[src/rtl/sd_pkg.sv]
// Shared types and frame geometry for the SD CMD-line response receiver.
package sd_pkg;

  typedef enum logic [1:0] {
    ST_IDLE,
    ST_WAIT_START,
    ST_RECV,
    ST_CHECK
  } sd_state_e;

  localparam int SHORT_LEN = 48;   // R1/R3/R6/R7 frame bits
  localparam int LONG_LEN  = 136;  // R2 frame bits
  localparam int HDR_W     = 8;    // start + transmission + 6-bit index/reserved
  localparam int ARG_W     = 32;
  localparam int DATA_W    = 120;
  localparam int CRC_W     = 7;

  localparam logic [CRC_W-1:0] CRC7_POLY = 7'h09;  // x^7 + x^3 + 1

endpackage

[src/rtl/sd_resp_crc7.sv]
// Serial CRC7 (x^7+x^3+1), zero init, one bit per enabled clock; result visible
// the cycle after the last enabled bit. Independent of the command-path generator.
module sd_resp_crc7
  import sd_pkg::*;
(
  input  logic             clk_i,
  input  logic             rst_i,
  input  logic             clr_i,
  input  logic             en_i,
  input  logic             bit_i,
  output logic [CRC_W-1:0] crc_o
);

  logic [CRC_W-1:0] crc_q;
  logic             fb;

  assign fb    = bit_i ^ crc_q[CRC_W-1];
  assign crc_o = crc_q;

  always_ff @(posedge clk_i) begin
    if (rst_i || clr_i) begin
      crc_q <= '0;
    end else if (en_i) begin
      crc_q <= {crc_q[CRC_W-2:0], 1'b0} ^ (fb ? CRC7_POLY : '0);
    end
  end

endmodule

[src/rtl/sd_cmd_resp_rx.sv]
// SD CMD-line response receiver: 48-bit responses, plus 136-bit R2 when SD_RESP_R2_EN
// is defined. DONE pulses one cycle after the end bit; START is ignored while BUSY.
module sd_cmd_resp_rx
  import sd_pkg::*;
#(
  parameter int TIMEOUT_CYC = 64
) (
  input  logic         CLK,
  input  logic         RST,
  input  logic         START,
  input  logic         LONG,
  input  logic         NO_CRC,
  input  logic         CMD_IN,
  output logic         BUSY,
  output logic         DONE,
  output logic [5:0]   RESP_IDX,
  output logic [119:0] RESP,
  output logic         CRC_ERR,
  output logic         END_ERR,
  output logic         TX_ERR,
  output logic         TIMEOUT_ERR
);

`ifdef SD_RESP_R2_EN
  localparam int BCW = 8;
  localparam int DW  = DATA_W;
`else
  localparam int BCW = 6;
  localparam int DW  = ARG_W;
`endif
  localparam int TCW = $clog2(TIMEOUT_CYC + 1);

  sd_state_e        state_q, state_d;
  logic [TCW-1:0]   tmo_cnt_q, tmo_cnt_d;
  logic [BCW-1:0]   bit_cnt_q, bit_cnt_d;
  logic             long_q, long_d;
  logic             no_crc_q, no_crc_d;
  logic [5:0]       idx_q, idx_d;
  logic [DW-1:0]    data_q, data_d;
  logic [CRC_W-1:0] crc_rx_q, crc_rx_d;
  logic [5:0]       resp_idx_q, resp_idx_d;
  logic [DW-1:0]    resp_q, resp_d;
  logic             crc_err_q, crc_err_d;
  logic             end_err_q, end_err_d;
  logic             tx_err_q, tx_err_d;
  logic             tmo_err_q, tmo_err_d;

  logic             crc_clr, crc_en;
  logic [CRC_W-1:0] crc_val;
  logic             start_ok;
  logic [BCW-1:0]   data_lo, data_hi, last_pos;

`ifndef SD_RESP_R2_EN
  logic unused_long;
  assign unused_long = LONG;
`endif

  sd_resp_crc7 u_crc (
    .clk_i (CLK),
    .rst_i (RST),
    .clr_i (crc_clr),
    .en_i  (crc_en),
    .bit_i (CMD_IN),
    .crc_o (crc_val)
  );

  // Bit positions count from 0 at the transmission bit (the bit after start).
  always_comb begin
    data_lo = BCW'(HDR_W - 1);
`ifdef SD_RESP_R2_EN
    data_hi  = long_q ? BCW'(HDR_W + DATA_W - 2) : BCW'(HDR_W + ARG_W - 2);
    last_pos = long_q ? BCW'(LONG_LEN - 2) : BCW'(SHORT_LEN - 2);
`else
    data_hi  = BCW'(HDR_W + ARG_W - 2);
    last_pos = BCW'(SHORT_LEN - 2);
`endif
  end

  assign start_ok = START && ((state_q == ST_IDLE) || (state_q == ST_CHECK));

  always_comb begin
    state_d    = state_q;
    tmo_cnt_d  = tmo_cnt_q;
    bit_cnt_d  = bit_cnt_q;
    long_d     = long_q;
    no_crc_d   = no_crc_q;
    idx_d      = idx_q;
    data_d     = data_q;
    crc_rx_d   = crc_rx_q;
    resp_idx_d = resp_idx_q;
    resp_d     = resp_q;
    crc_err_d  = crc_err_q;
    end_err_d  = end_err_q;
    tx_err_d   = tx_err_q;
    tmo_err_d  = tmo_err_q;
    crc_clr    = 1'b0;
    crc_en     = 1'b0;

    case (state_q)
      ST_WAIT_START: begin
        tmo_cnt_d = tmo_cnt_q + 1'b1;
        if (!CMD_IN) begin
          // Short-frame CRC includes the start bit; long-frame CRC starts at data.
          crc_en    = !long_q;
          bit_cnt_d = '0;
          state_d   = ST_RECV;
        end else if (tmo_cnt_d == TCW'(TIMEOUT_CYC)) begin
          tmo_err_d = 1'b1;
          state_d   = ST_CHECK;
        end
      end
      ST_RECV: begin
        bit_cnt_d = bit_cnt_q + 1'b1;
        crc_en    = (bit_cnt_q <= data_hi) && (!long_q || (bit_cnt_q >= data_lo));
        if (bit_cnt_q == '0) begin
          tx_err_d = CMD_IN;
        end
        if ((bit_cnt_q >= BCW'(1)) && (bit_cnt_q < data_lo)) begin
          idx_d = {idx_q[4:0], CMD_IN};
        end
        if ((bit_cnt_q >= data_lo) && (bit_cnt_q <= data_hi)) begin
          data_d = {data_q[DW-2:0], CMD_IN};
        end
        if ((bit_cnt_q > data_hi) && (bit_cnt_q < last_pos)) begin
          crc_rx_d = {crc_rx_q[CRC_W-2:0], CMD_IN};
        end
        if (bit_cnt_q == last_pos) begin
          end_err_d  = !CMD_IN;
          crc_err_d  = !no_crc_q && (crc_rx_q != crc_val);
          resp_idx_d = idx_q;
          resp_d     = data_q;
          state_d    = ST_CHECK;
        end
      end
      ST_CHECK: state_d = ST_IDLE;
      default:  state_d = ST_IDLE;
    endcase

    if (start_ok) begin
      state_d   = ST_WAIT_START;
      tmo_cnt_d = '0;
      bit_cnt_d = '0;
`ifdef SD_RESP_R2_EN
      long_d    = LONG;
`else
      long_d    = 1'b0;
`endif
      no_crc_d  = NO_CRC;
      idx_d     = '0;
      data_d    = '0;
      crc_rx_d  = '0;
      crc_err_d = 1'b0;
      end_err_d = 1'b0;
      tx_err_d  = 1'b0;
      tmo_err_d = 1'b0;
      crc_clr   = 1'b1;
    end
  end

  always_ff @(posedge CLK) begin
    if (RST) begin
      state_q    <= ST_IDLE;
      tmo_cnt_q  <= '0;
      bit_cnt_q  <= '0;
      long_q     <= 1'b0;
      no_crc_q   <= 1'b0;
      idx_q      <= '0;
      data_q     <= '0;
      crc_rx_q   <= '0;
      resp_idx_q <= '0;
      resp_q     <= '0;
      crc_err_q  <= 1'b0;
      end_err_q  <= 1'b0;
      tx_err_q   <= 1'b0;
      tmo_err_q  <= 1'b0;
    end else begin
      state_q    <= state_d;
      tmo_cnt_q  <= tmo_cnt_d;
      bit_cnt_q  <= bit_cnt_d;
      long_q     <= long_d;
      no_crc_q   <= no_crc_d;
      idx_q      <= idx_d;
      data_q     <= data_d;
      crc_rx_q   <= crc_rx_d;
      resp_idx_q <= resp_idx_d;
      resp_q     <= resp_d;
      crc_err_q  <= crc_err_d;
      end_err_q  <= end_err_d;
      tx_err_q   <= tx_err_d;
      tmo_err_q  <= tmo_err_d;
    end
  end

  assign BUSY        = (state_q == ST_WAIT_START) || (state_q == ST_RECV);
  assign DONE        = (state_q == ST_CHECK);
  assign RESP_IDX    = resp_idx_q;
  assign RESP        = 120'(resp_q);
  assign CRC_ERR     = crc_err_q;
  assign END_ERR     = end_err_q;
  assign TX_ERR      = tx_err_q;
  assign TIMEOUT_ERR = tmo_err_q;

endmodule

[config.mk]
export PLATFORM = sky130hd
export DESIGN_NAME = sd_cmd_resp_rx
export DESIGN_NICKNAME = d
export VERILOG_FILES = /design/src/rtl/sd_pkg.sv /design/src/rtl/sd_resp_crc7.sv /design/src/rtl/sd_cmd_resp_rx.sv
export SDC_FILE = /design/constraint.sdc
export NUM_CORES = 1
export LEC_CHECK = 0
export BUFFER_PORTS_ARGS = -buffer_cell sky130_fd_sc_hd__buf_2
export CAP_MARGIN = 20
export CORE_MARGIN = 4
export CORE_UTILIZATION = 35
export DETAILED_ROUTE_END_ITERATION = 12
export SLEW_MARGIN = 20
export SYNTH_ARGS = -nofsm -noshare
export SYNTH_HDL_FRONTEND = slang
export SYNTH_SLANG_ARGS = --single-unit
[constraint.sdc]
create_clock -name CLK -period 3.3 [get_ports CLK]
set_input_delay 0.66 -clock CLK [delete_from_list [all_inputs] [get_ports CLK]]
set_output_delay 0.66 -clock CLK [all_outputs]
set_load 0.03 [all_outputs]
* After elaboration in Yosys (flattened, before gate mapping) *
Index checks and enable logic that the tools add are counted.

word-level totals
  memories kept = 0
  memory bits (read-only) = 0
  bits in latches = 0
  input port bits = 6
  bits in registers = 110
  output and inout bits = 132
  bits in writable memories = 0

cells by class
  div/mod/pow operators = 0
  $lt $le $gt $ge = 6
  multiply operators = 0
  bitwise logic cells = 2
  add/subtract/negate cells = 2
  equal/unequal tests = 11
  shift-type cells = 0
  reduce and logical (&&, ||, !) cells = 23
  muxes and demuxes = 11

operator list
  kind                   count
  $reduce_and A2 Y1      8
  $pmux W6 S2            1
  $add A7 B1 Y7 const B  1
  $eq A7 B7 Y1 const B   1
  $ne A7 B7 Y1           1
  $xor A7 B7 Y7          1
  $add A6 B1 Y6 const B  1
  $eq A6 B6 Y1 const B   1
  $ge A6 B1 Y1 const B   1
  $ge A6 B3 Y1 const B   1
  $gt A6 B6 Y1 const B   1
  $le A6 B6 Y1 const B   1
  $logic_not A6 Y1       1
  $lt A6 B3 Y1 const B   1
  $lt A6 B6 Y1 const B   1
  $mux W2                3
  $mux W6                1
  $ne A3 B3 Y1 const B   2
  $logic_and A1 B1 Y1    5
  $eq A2 B2 Y1 const B   2
  $mux W4                1
  $ne A2 B2 Y1 const B   2
  $ne A4 B4 Y1 const B   1
  $pmux W2 S2            1
  10 further kinds       15

* Depth between registers and ports, before layout *
  word-level depth = 6
  mapped depth = 8
  gate-level depth less buffers = 7

* Cells and area by module *
Synthesis repeated with hierarchy kept, for this count alone.

unflattened totals
  cell total of the unflattened synthesis = 581
  area total of the unflattened synthesis = 5,074.9 sq um

modules (own cells, without submodules)
  module          cells an instance  times used  area an instance (sq um)
  sd_cmd_resp_rx  553                1           4,798.4
  sd_resp_crc7    28                 1           276.5

* Least setup slack after synthesis *
OpenSTA, ideal clock, no wires.

  path type = input-to-reg
  from = input port CMD_IN
  to = register u_crc.crc_q[0], in the netlist u_crc.crc_o[0]
  required time = 3,185 ps
  cell stages on the path = 7
  library setup time = 115 ps
  setup slack = 1,416 ps
  buffers on the path = 2
  data arrival time = 1,770 ps
  path through = buf_6 nand2b_4 and2_0 a221o_1 buf_6 and2_0 o21a_1

on the way
  cells in the longest elaborated chain, start to end = 3
  elaborated cells between the ends (all ways) = 5
  those cells by class = 3 x mux; 2 x bitwise

ends and longest elaborated chain
  item                    RTL line              source
  start: declaration      sd_cmd_resp_rx.sv:13  input logic CMD_IN,
  $xor A1 B1 Y1           sd_resp_crc7.sv:17    assign fb = bit_i ^ crc_q[CRC_W-1];
  $mux W4                 sd_resp_crc7.sv:24    crc_q <= {crc_q[CRC_W-2:0], 1'b0} ^ (fb ? CRC7_POLY : '0);
  $xor A7 B7 Y7           sd_resp_crc7.sv:24
  end signal: assignment  sd_resp_crc7.sv:24
  end: declaration        sd_resp_crc7.sv:14    logic [CRC_W-1:0] crc_q;

Parallel ways exist; a longest one is shown, timed or not.
A chain may end at the register's enable or synchronous reset.

* Worst setup path in the final report *
  from = register state_q[0]
  to = output port BUSY

on the way
  cells in the longest elaborated chain, start to end = 2
  elaborated cells between the ends (all ways) = 3
  those cells by class = 2 x eq/ne; 1 x reduce/logical

ends and longest elaborated chain
  item                                                 RTL line               source
  start: declaration                                   sd_cmd_resp_rx.sv:33   sd_state_e state_q, state_d;
  start signal: assignment                             sd_cmd_resp_rx.sv:177  state_q <= state_d;
  $eq A2 B1 Y1 / $eq A2 B2 Y1 (equally long branches)  sd_cmd_resp_rx.sv:194  assign BUSY = (state_q == ST_WAIT_START) || (state_q == ST_RECV);
  $logic_or A1 B1 Y1 *                                 sd_cmd_resp_rx.sv:194
  end: declaration                                     sd_cmd_resp_rx.sv:14   output logic BUSY,

Every way passes the cells marked *; elsewhere a longest branch is shown, timed or not.

==> results.md <==
- #FFs+latches synth: 110
- Final #Nets: 658
- Fillers: roughly 1,500
- Worst path arrival time: around 1500 ps
- Tmin final: 2191 ps
- Final Core Density: 38.55%
- Req. time, crit path: approximately 2600 ps
- Max Clock Skew: roughly 5 ps
- Diodes inserted: 0
- Outcome: finished, final reports clean
- First-pass GRT wire length: roughly 15 mm
- Slew margin rel.: ~49%
- Critical R2R Launch: state_q[0]$_SDFFE_PP0P_
- Peak VDD IR: 0.2794 mV
- Cell Rows: 43
- Synth Instances: between 600 and 700
- Final GP Congestion: approximately 0.76
- FMAX: ~460 MHz
- IO Pins: about 140
- Die width: 128.5 um
- Largest area contributor in the netlist: dfxtp_1
- Max-slew violation count: 0
- DRT Pass-1 Iters: 4
- Total gr overflow: 0
- Synth area leaders: dfxtp_1 43%, buf_4 14%, nand2_1 8.9%
- Top-count cell post-synth: nand2_1
- Async SR Flop Fraction: 0%
- Layout area overhead: 6.525%
- Avg Inst Size Synth: between 8 and 9 um^2
- MaxCap Viol Count: 0
- Post_cts resized: 0
- R2R setup slack: ~1200 ps
- Port Buf Inserts: 48
- Setup TNS: 0 ps
- Final period util: about 66%
- Hold_buf cts: 0
- Path type of the worst setup path: flip-flop to output pin
- RSZ-0062 raised after global routing: false
- # clock sinks: 110
- Vias in the first global route: around 3,200
- Lkg Pwr: roughly 2.3 nW
- Number of synthesized flops with an enable pin: 0
- Core ar.: approximately 14,000 um^2
- Clock buffer depth: 2
- Synth unique cells: 41
- Post-DP HPWL: 6.714 mm
- DR WL/cell: roughly 11 um
- Synthesized cell area: between 5000 and 6000 um^2
- Synth Flop Type: dfxtp_1
- Crit Path Max Fanout: 6
- Die H: approximately 130 um
- PwrDens: between 500 and 600 nW/um^2
- Endpoints failing hold: 0
- Initial DRC Count: 280
- Worst reg2reg path depth: 6
- Setup violators final: 0
- Clock-pin slew on the worst setup and hold paths: about 70 ps
- Vias/cell: between 4 and 5
- Hold Path Stages: 2
- Yosys Warn Count: 0
- RR Endpoint: data_q[3]$_SDFFE_PP0P_
- Largest net degree at the start of global routing: between 60 and 70
- Share of the synthesized area in the top cell type: between 40% and 50%
- Starting Density: approximately 36%
- CTS root buf: clkbuf_16
- Worst-margin pin slew: 767.3 ps
- Drt total wl: ~9.4 mm
- CTS tree: yes
- DRC errors left: 0
- ANT nets after route: 0
- Via count: approximately 3,700
- Die area: 16,510 um^2
- Min-Delay Path Class: flip-flop to flip-flop
- Layout cell share with drive strength beyond 1: a little under an eighth
- Seq/Total Area, Yosys: a little over two fifths
- H-tree depth: 3
- Hold EP: TIMEOUT_ERR$_SDFFE_PP0P_
- Min-Delay Startpoint: TIMEOUT_ERR$_SDFFE_PP0P_
- CTS buffer count: 9
- Overall Global Routing Usage: between 10% and 20%
- Commonest cells post-synth: 120 x nand2_1, 110 x dfxtp_1, 92 x buf_4
- Post-CTS Setup Inserts: 0
- Initial antenna violation count: 0
- Setup crit end kind: output pin
- Startpoint types: flip-flop
- Clk_lat worst skew: approximately 340 ps
## cell type report
type | count | area [um^2] | share of cell area (%)
clock buffer | 10 | 229.0 | 4.230
clock inverter | 6 | 75.07 | 1.387
inverter | 8 | 30.03 | 0.5548
multi-input combinational | 460 | 2354 | 43.48
sequential | 110 | 2202 | 40.68
tap | 180 | 225.2 | 4.161
timing repair buffer | 54 | 297.8 | 5.502
## routing by layer
layer	track usage (%)	vias up	routed length (um)
li1	-	1919	-
met4	3.953	0	114
met1	14.20	1669	4339
met2	17.35	93	4288
met3	3.072	11	621
met5	0	-	0
## registers in the layout (all words and copies together), names as in the netlist, 2 cells and up
register and count:
data_q 32, resp_q 32, crc_rx_q 7, tmo_cnt_q 7, u_crc.crc_o 7, RESP_IDX 6, bit_cnt_q 6, idx_q 6
state_q 2
## worst max path at each step
stage          slack (ps)                     endpoint                 startpoint  cells after the start
3_3_place_gp          950  u_crc.crc_o[3]$_SDFFE_PP0P_                        RST                      5
4_1_cts              1050       data_q[8]$_SDFFE_PP0P_  bit_cnt_q[0]$_SDFFE_PP0P_                      6
3_5_place_dp          910    bit_cnt_q[2]$_SDFFE_PP0P_                        RST                      5
6_report             1110                         BUSY    state_q[0]$_SDFFE_PP0P_                      4
5_1_grt              1030                         BUSY    state_q[0]$_SDFFE_PP0P_                      4
2_1_floorplan        1420  u_crc.crc_o[0]$_SDFFE_PP0P_                     CMD_IN                      7
## kinds of logic (layout without fill, tap and decap cells)
group | Yosys count | in the layout | share of synthesized area (%)
simple gates | 222 | 222 | 18.99
other cells | 1 | 88 | 0.07380
compound gates | 103 | 103 | 11.03
flops | 110 | 110 | 43.34
buf+inv | 133 | 78 | 17.26
mux | 22 | 22 | 4.334
xor+xnor | 16 | 16 | 2.758
fa+ha+maj | 9 | 9 | 2.216
## critical path: stages, from the launching register on
cell and delay (ps):
dfxtp_1 370, inv_1 80, ha_1 400, inv_1 140
buf_2 210
## power breakdown
part           switching, mW  leakage, nW  internal, mW
logic                  0.374         1.22         0.101
registers             0.0211        0.886          1.35
clock network          0.493        0.146         0.603
total                  0.887         2.25          2.05
## through the flow
| stage | power, mW | cells | setup WS, ps | hold slack (ps) | area [um^2] |
|---|---|---|---|---|---|
| after global placement | 1.858 | 812 | 951.2 | 436.2 | 5099 |
| final | 2.937 | 828 | 1109 | 451.1 | 5413 |
| after CTS | 2.974 | 828 | 1047 | 455.1 | 5403 |
| after floorplan | 1.871 | 703 | 1416 | 431.5 | 5408 |
| after detailed placement | 1.868 | 812 | 914.8 | 441.8 | 5099 |
| after global routing | 3.074 | 828 | 1026 | 469.0 | 5413 |
## cells in the final DEF, fill, tap and decap left out, types with 5 or more instances in the layout
cell type,count
nor3_1,6
xnor2_1,5
o21ai_0,8
clkbuf_16,9
buf_2,48
nand3_1,38
mux2i_1,22
nor2_1,37
buf_4,5
a21oi_1,49
xor2_1,11
nand2_1,120
inv_1,8
ha_1,9
nand4_1,5
dfxtp_1,110
o21ai_1,32
conb_1,88
Power figures use the tool's default switching activity.
